### config.mk
export PLATFORM = sky130hd
export DESIGN_NAME = muldiv_ctrl
export DESIGN_NICKNAME = d
export VERILOG_FILES = /design/src/rtl/muldiv_ctrl.sv
export SDC_FILE = /design/constraint.sdc
export NUM_CORES = 1
export LEC_CHECK = 0
export ABC_CLOCK_PERIOD_IN_PS = 5900
export CAP_MARGIN = 20
export CORE_MARGIN = 2
export CORE_UTILIZATION = 54
export DETAILED_ROUTE_END_ITERATION = 10
export PLACE_DENSITY = 0.78
export SLEW_MARGIN = 20
export SYNTH_ARGS = -nofsm -noshare
export SYNTH_HDL_FRONTEND = slang
export SYNTH_SLANG_ARGS = --single-unit
export TNS_END_PERCENT = 10
### constraint.sdc
create_clock -name clk -period 5.9 [get_ports clk]
set_input_delay 1.18 -clock clk [delete_from_list [all_inputs] [get_ports clk]]
set_output_delay 1.18 -clock clk [all_outputs]
set_load 0.1 [all_outputs]
### src/rtl/muldiv_ctrl.sv
`default_nettype none
// ============================================================================
// Module   : muldiv_ctrl
// Purpose  : Sequencer and iterative datapath for MIPS MULT/DIV. Runs a
//            WIDTH-step unsigned shift-add multiply or restoring divide on
//            operand magnitudes, then applies sign correction and loads HI/LO.
//            Signals a one-cycle div0 pulse for a DIV by zero.
// Ports    : clk      - system clock, rising edge
//            reset    - synchronous, active-low reset
//            start    - operation request, sampled only when idle
//            op       - 0 = MULT, 1 = DIV
//            srcA     - rs operand (multiplicand / dividend), signed
//            srcB     - rt operand (multiplier / divisor), signed
//            busy     - high whenever the sequencer is not idle
//            done     - one-cycle pulse, hi/lo valid
//            div0     - one-cycle pulse, DIV requested with srcB == 0
//            hi, lo   - MULT: product high/low; DIV: remainder/quotient
//            hiWrite  - HI load strobe (equals done)
//            loWrite  - LO load strobe (equals done)
// Revision : 1.0 - initial release
// ============================================================================
module muldiv_ctrl #(
    parameter int WIDTH = 32
) (
    input  logic             clk,
    input  logic             reset,
    input  logic             start,
    input  logic             op,
    input  logic [WIDTH-1:0] srcA,
    input  logic [WIDTH-1:0] srcB,
    output logic             busy,
    output logic             done,
    output logic             div0,
    output logic [WIDTH-1:0] hi,
    output logic [WIDTH-1:0] lo,
    output logic             hiWrite,
    output logic             loWrite
);

    localparam int            CW     = $clog2(WIDTH) + 1;
    localparam logic [CW-1:0] c_last = CW'(WIDTH - 1);

    typedef enum logic [1:0] {
        S_IDLE = 2'd0,
        S_CALC = 2'd1,
        S_FIN  = 2'd2,
        S_ERR  = 2'd3
    } state_t;

    state_t           r_state;
    logic [CW-1:0]    r_cnt;
    logic             r_op;
    logic             r_sign_a;
    logic             r_sign_b;
    // r_acc_hi: MULT partial product high half / DIV partial remainder.
    // r_acc_lo: MULT multiplier (shifted out) / DIV dividend-to-quotient.
    // r_opb   : MULT multiplicand magnitude / DIV divisor magnitude.
    logic [WIDTH-1:0] r_acc_hi;
    logic [WIDTH-1:0] r_acc_lo;
    logic [WIDTH-1:0] r_opb;

    // Magnitudes; the most negative value maps to 2**(WIDTH-1) exactly.
    logic [WIDTH-1:0] w_abs_a;
    logic [WIDTH-1:0] w_abs_b;
    assign w_abs_a = srcA[WIDTH-1] ? (~srcA + 1'b1) : srcA;
    assign w_abs_b = srcB[WIDTH-1] ? (~srcB + 1'b1) : srcB;

    // Multiply step: conditional add into the high half, then shift the
    // whole 2*WIDTH accumulator right by one (carry enters at the top).
    logic [WIDTH-1:0] w_addend;
    logic [WIDTH:0]   w_msum;
    logic [WIDTH-1:0] w_mhi;
    logic [WIDTH-1:0] w_mlo;
    assign w_addend = r_acc_lo[0] ? r_opb : '0;
    assign w_msum   = {1'b0, r_acc_hi} + {1'b0, w_addend};
    assign w_mhi    = w_msum[WIDTH:1];
    assign w_mlo    = {w_msum[0], r_acc_lo[WIDTH-1:1]};

    // Restoring divide step: shift the next dividend bit into the remainder,
    // trial-subtract, keep the difference when it did not borrow.
    logic [WIDTH:0]   w_dshift;
    logic [WIDTH:0]   w_ddiff;
    logic             w_dge;
    logic [WIDTH-1:0] w_dhi;
    logic [WIDTH-1:0] w_dlo;
    assign w_dshift = {r_acc_hi, r_acc_lo[WIDTH-1]};
    assign w_ddiff  = w_dshift - {1'b0, r_opb};
    assign w_dge    = ~w_ddiff[WIDTH];
    assign w_dhi    = w_dge ? w_ddiff[WIDTH-1:0] : w_dshift[WIDTH-1:0];
    assign w_dlo    = {r_acc_lo[WIDTH-2:0], w_dge};

    logic [WIDTH-1:0] w_nhi;
    logic [WIDTH-1:0] w_nlo;
    assign w_nhi = r_op ? w_dhi : w_mhi;
    assign w_nlo = r_op ? w_dlo : w_mlo;

    // Sign correction applied to the result of the final iteration.
    logic             w_neg;
    logic [2*WIDTH-1:0] w_prod_neg;
    logic [WIDTH-1:0] w_fhi;
    logic [WIDTH-1:0] w_flo;
    assign w_neg      = r_sign_a ^ r_sign_b;
    assign w_prod_neg = ~{w_nhi, w_nlo} + 1'b1;
    always_comb begin
        w_fhi = w_nhi;
        w_flo = w_nlo;
        if (r_op) begin
            // Remainder follows the dividend sign, quotient the sign XOR.
            if (r_sign_a) w_fhi = ~w_nhi + 1'b1;
            if (w_neg)    w_flo = ~w_nlo + 1'b1;
        end else if (w_neg) begin
            w_fhi = w_prod_neg[2*WIDTH-1:WIDTH];
            w_flo = w_prod_neg[WIDTH-1:0];
        end
    end

    always_ff @(posedge clk) begin
        if (!reset) begin
            r_state  <= S_IDLE;
            r_cnt    <= '0;
            r_op     <= 1'b0;
            r_sign_a <= 1'b0;
            r_sign_b <= 1'b0;
            r_acc_hi <= '0;
            r_acc_lo <= '0;
            r_opb    <= '0;
            busy     <= 1'b0;
            done     <= 1'b0;
            div0     <= 1'b0;
            hi       <= '0;
            lo       <= '0;
        end else begin
            done <= 1'b0;
            div0 <= 1'b0;
            case (r_state)
                S_IDLE: begin
                    if (start) begin
                        busy <= 1'b1;
                        if (op && (srcB == '0)) begin
                            r_state <= S_ERR;
                            div0    <= 1'b1;
                        end else begin
                            r_state  <= S_CALC;
                            r_cnt    <= '0;
                            r_op     <= op;
                            r_sign_a <= srcA[WIDTH-1];
                            r_sign_b <= srcB[WIDTH-1];
                            r_acc_hi <= '0;
                            r_acc_lo <= op ? w_abs_a : w_abs_b;
                            r_opb    <= op ? w_abs_b : w_abs_a;
                        end
                    end
                end
                S_CALC: begin
                    r_cnt    <= r_cnt + 1'b1;
                    r_acc_hi <= w_nhi;
                    r_acc_lo <= w_nlo;
                    if (r_cnt == c_last) begin
                        r_state <= S_FIN;
                        done    <= 1'b1;
                        hi      <= w_fhi;
                        lo      <= w_flo;
                    end
                end
                S_FIN: begin
                    r_state <= S_IDLE;
                    busy    <= 1'b0;
                end
                S_ERR: begin
                    r_state <= S_IDLE;
                    busy    <= 1'b0;
                end
                default: begin
                    r_state <= S_IDLE;
                    busy    <= 1'b0;
                end
            endcase
        end
    end

    assign hiWrite = done;
    assign loWrite = done;

endmodule
`default_nettype wire
==> implementation parameters <==
Parameter                              Value

Power
  Total leakage power    6.63 nW
  Peak ir drop on the vdd network    0.157 mV
  PwrDens    212 mW/mm²

Timing
  Minimum clock period    5.56 ns
  Clock skew    0.0168 ns
  Fin. max-slew vios    0
  Setup repair after global routing missed its margin    no
  Number of hold-slack violations in the final timing report    0
  Final worst slack    0.342 ns
  Crit share post-route    94.2%
  Max Fclk    180 MHz
  Number of failing setup endpoints in the final timing report    0
  Accumulated negative setup slack    0 ns
  Transition time at the pin with the least slew margin    1.10 ns
  Relative slew slack    24.7%

Logic synthesis
  Cell count after synthesis    2,061
  Number of enable-type register cells in the synthesized netlist    0
  Mapped Area    0.0151 mm²
  Number of distinct library cells after synthesis    98
  Synth Net Count    2,200
  Synthesized area divided by synthesized cell count    7.30 µm²
  Yosys synthesis warning count    0
  Sequential cell area fraction in the yosys report    23.1%
  Post-synthesis async set-or-reset flop share    0%
  Yosys reg bits    174
  Most common flop cell mapped by yosys    sky130_fd_sc_hd__dfxtp_1

Floorplan
  Row count    61
  Horizontal die dimension    171 µm
  Floorplan die area    0.0292 mm²
  Effective utilization at floorplan    54.5%
  Core ar.    0.0276 mm²
  Number of top-level design ports    137
  Vertical die dimension    171 µm

GRT
  Antenna violations before repair    1
  First-pass GRT wire length    83.2 mm
  Vias in the first global route    15,267
  Leftover overflow at the end of global routing    0
  Overall global routing resource usage    36.5%
  Pin count of the biggest net entering global routing    106

Finish
  Fraction of final layout cells sized beyond drive strength 1    7.95%
  NumNets Final    2,302
  Post-synthesis to final-layout area growth    17.2%
  Filler Cells Inserted    2,490

Clock network
  CTS H-tree depth    4
  Clock slew at reported path FFs    0.08 ns
  TritonCTS clock tree    yes
  Clock root buffer master    sky130_fd_sc_hd__clkbuf_16
  Number of hold-repair buffers added at the cts stage    0
  Clock sinks    174
  Clock latency of the later-clocked register in the worst-skew pair    0.45 ns
  Number of CTS-inserted buffers    17
  Buffers from clock root to sink, at most    2

Worst setup path
  Nature of the critical path endpoint    register
  Worst endpoint required time    6.30 ns
  Signal arrival time at the worst endpoint    5.95 ns
  Startpoint kind of the worst setup timing path    register
  Worst Path Class, Setup    register to register
  Cell-by-cell listing of the critical path    inv_1 > ha_1 > a21oi_1 > nand2_1 > a221o_1 > or3_1 > o211ai_1 > nor2_1 > a21oi_2 > ha_1 > nor3b_2 > o221ai_1 > or4b_4 > nor3_4 > nand3_1 > a21oi_1 > o2111ai_1 > o221ai_2 > nand3_1 > or4_4 > or4_1 > nand3b_1
  Cell with the biggest individual delay on the critical path    sky130_fd_sc_hd__or4b_4
  Worst path max stage delay    0.59 ns
  Largest fanout on the critical path    7

Detailed routing
  DRT iter0 DRCs    1,651
  Number of search-and-repair iterations in the first detailed-routing pass    5
  Remaining routing DRC violations    0
  Routed wire length    53.9 mm
  Via density    6.43
  Mean routed wirelength per cell    21.1 µm
  Antenna violation net count after detailed routing    0
  Routed via count    16,427

Worst hold path
  Path class of the lowest-slack min-delay path    register to register

Placement
  DP HPWL    41.3 mm
  Routability congestion estimate    1.03
  # port buffers    136
  Setup WS pre-CTS    0.0217 ns

Run status
  Run status    completed

Run
  Max-Cap Viols    0
## per-stage QoR
step | std cells | instance area, µm² | hold WS (ns) | total power [mW] | util (%)
after floorplan | 2061 | 15100 | 0.440 | 2.13 | -
after global placement | 2521 | 17000 | 0.442 | 2.53 | 61.6
after detailed placement | 2521 | 17000 | 0.447 | 2.55 | 61.6
after CTS | 2553 | 17600 | 0.458 | 3.71 | 63.7
after global routing | 2554 | 17600 | 0.470 | 3.90 | 63.9
final | 2555 | 17600 | 0.455 | 3.75 | 63.9
## logic make-up after synthesis
family,Yosys count,synth area share [%]
mux,53,3.64
flops,174,23.1
fa+ha+maj,71,6.00
xor+xnor,156,9.08
compound gates,655,29.0
simple gates,761,24.0
buf+inv,191,5.09
## where the power goes
part | internal, mW | switching (mW)
Clock | 0.579 | 0.597
Sequential | 1.22 | 0.0513
Combinational | 0.492 | 0.812
## placed cells by master, fill, tap and decap left out, types with 12 or more instances in the layout
cell type,instances
sky130_fd_sc_hd__or4_1,15
sky130_fd_sc_hd__nand4_1,17
sky130_fd_sc_hd__nor3_1,37
sky130_fd_sc_hd__o21ai_0,106
sky130_fd_sc_hd__mux2i_1,41
sky130_fd_sc_hd__buf_4,75
sky130_fd_sc_hd__ha_1,69
sky130_fd_sc_hd__a31oi_1,33
sky130_fd_sc_hd__nand2b_1,17
sky130_fd_sc_hd__or3_1,28
sky130_fd_sc_hd__xor2_1,68
sky130_fd_sc_hd__a21o_1,22
sky130_fd_sc_hd__nand2_1,269
sky130_fd_sc_hd__xnor2_1,87
sky130_fd_sc_hd__clkbuf_16,17
sky130_fd_sc_hd__a22oi_1,33
sky130_fd_sc_hd__clkdlybuf4s50_1,134
sky130_fd_sc_hd__a211oi_1,24
sky130_fd_sc_hd__o41ai_1,13
sky130_fd_sc_hd__nand3_1,36
sky130_fd_sc_hd__o31ai_1,26
sky130_fd_sc_hd__o211ai_1,48
sky130_fd_sc_hd__nor4_1,17
sky130_fd_sc_hd__inv_1,58
sky130_fd_sc_hd__a21oi_1,193
sky130_fd_sc_hd__nor2_1,209
sky130_fd_sc_hd__and2_1,38
sky130_fd_sc_hd__a221oi_1,13
sky130_fd_sc_hd__nor3b_1,12
sky130_fd_sc_hd__o21a_1,16
sky130_fd_sc_hd__dfxtp_1,173
## state kept, by name, indices dropped and copies added, names as in the netlist
name,flops
hi,32
lo,32
r_acc_hi,32
r_acc_lo,32
r_opb,32
r_cnt,6
r_state,2
busy,1
div0,1
done,1
r_op,1
r_sign_a,1
r_sign_b,1
## critical path, delay by kind of cell, from the launching register on
family	cells	cell delay (ns)
AND/OR/NAND/NOR	11	2.82
flip-flops	1	0.37
buffers and inverters	1	0.06
AO/OA/AOI/OAI	8	1.69
adder cells (fa/ha/maj)	2	0.57
## area by class of cell
cell class / count / area, µm² / area share, %
inverter: 60 / 228 / 1.29
clock buffer: 17 / 425 / 2.41
tap: 378 / 473 / 2.68
sequential: 174 / 3490 / 19.8
antenna: 1 / 2.50 / 0.0142
timing repair buffer: 214 / 1970 / 11.2
clock inverter: 15 / 179 / 1.01
multi-input combinational: 1696 / 10900 / 61.6
## path summary, 6_finish.rpt
kind,start,endpoint,slack [ns],cells past startpoint
min reg2reg,lo[7],lo[7],0.45,2
min,lo[7],lo[7],0.45,2
max reg2reg,r_opb[30],hi[30],0.34,22
max,r_opb[30],hi[30],0.34,22
## cell usage after synthesis (all sizes together) (6+ instances only)
master / count / area share (%)
nand4: 18 / 0.79
buf: 31 / 1.1
o21ai: 115 / 3.8
mux2: 11 / 0.82
clkbuf: 99 / 2.5
nor2b: 10 / 0.42
or2: 6 / 0.25
dfxtp: 174 / 23
mux2i: 42 / 2.8
and3: 7 / 0.29
or3: 29 / 1.2
xnor2: 88 / 5.1
and2: 38 / 1.6
o221ai: 8 / 0.47
o21bai: 10 / 0.50
a31oi: 33 / 1.4
nor4b: 6 / 0.35
xor2: 68 / 4.0
a22oi: 33 / 1.6
nor2: 211 / 5.3
a221oi: 13 / 0.76
o211a: 6 / 0.40
o311ai: 6 / 0.35
nand2: 271 / 6.8
nand2b: 17 / 0.71
o21a: 16 / 0.80
nor3: 41 / 1.4
o22ai: 7 / 0.29
nand3b: 7 / 0.35
a21o: 23 / 1.2
o41ai: 14 / 0.86
a211oi: 26 / 1.3
inv: 59 / 1.5
o211ai: 49 / 2.5
or4: 17 / 0.90
o31ai: 26 / 1.3
o2111ai: 7 / 0.45
nor4: 19 / 0.93
a21oi: 196 / 6.6
a222oi: 9 / 0.60
nand3: 36 / 1.2
nor3b: 13 / 0.65
ha: 69 / 5.7
## per-layer routing
layer / wire, µm / vias to the layer above / track usage (%)
li1: - / 7761 / -
met1: 22000 / 7679 / 45.6
met2: 24300 / 811 / 59.4
met3: 4070 / 176 / 5.46
met4: 3520 / 0 / 21.7
met5: 0 / - / 0
## repair_timing
item,CTS,global route
gates resized for setup,0,6
cloned,0,0
endpoints found under the hold margin,0,0
setup endpoints to repair,1,5
buffers inserted,0,1
pin swaps,1,1
Power figures use the tool's default switching activity.
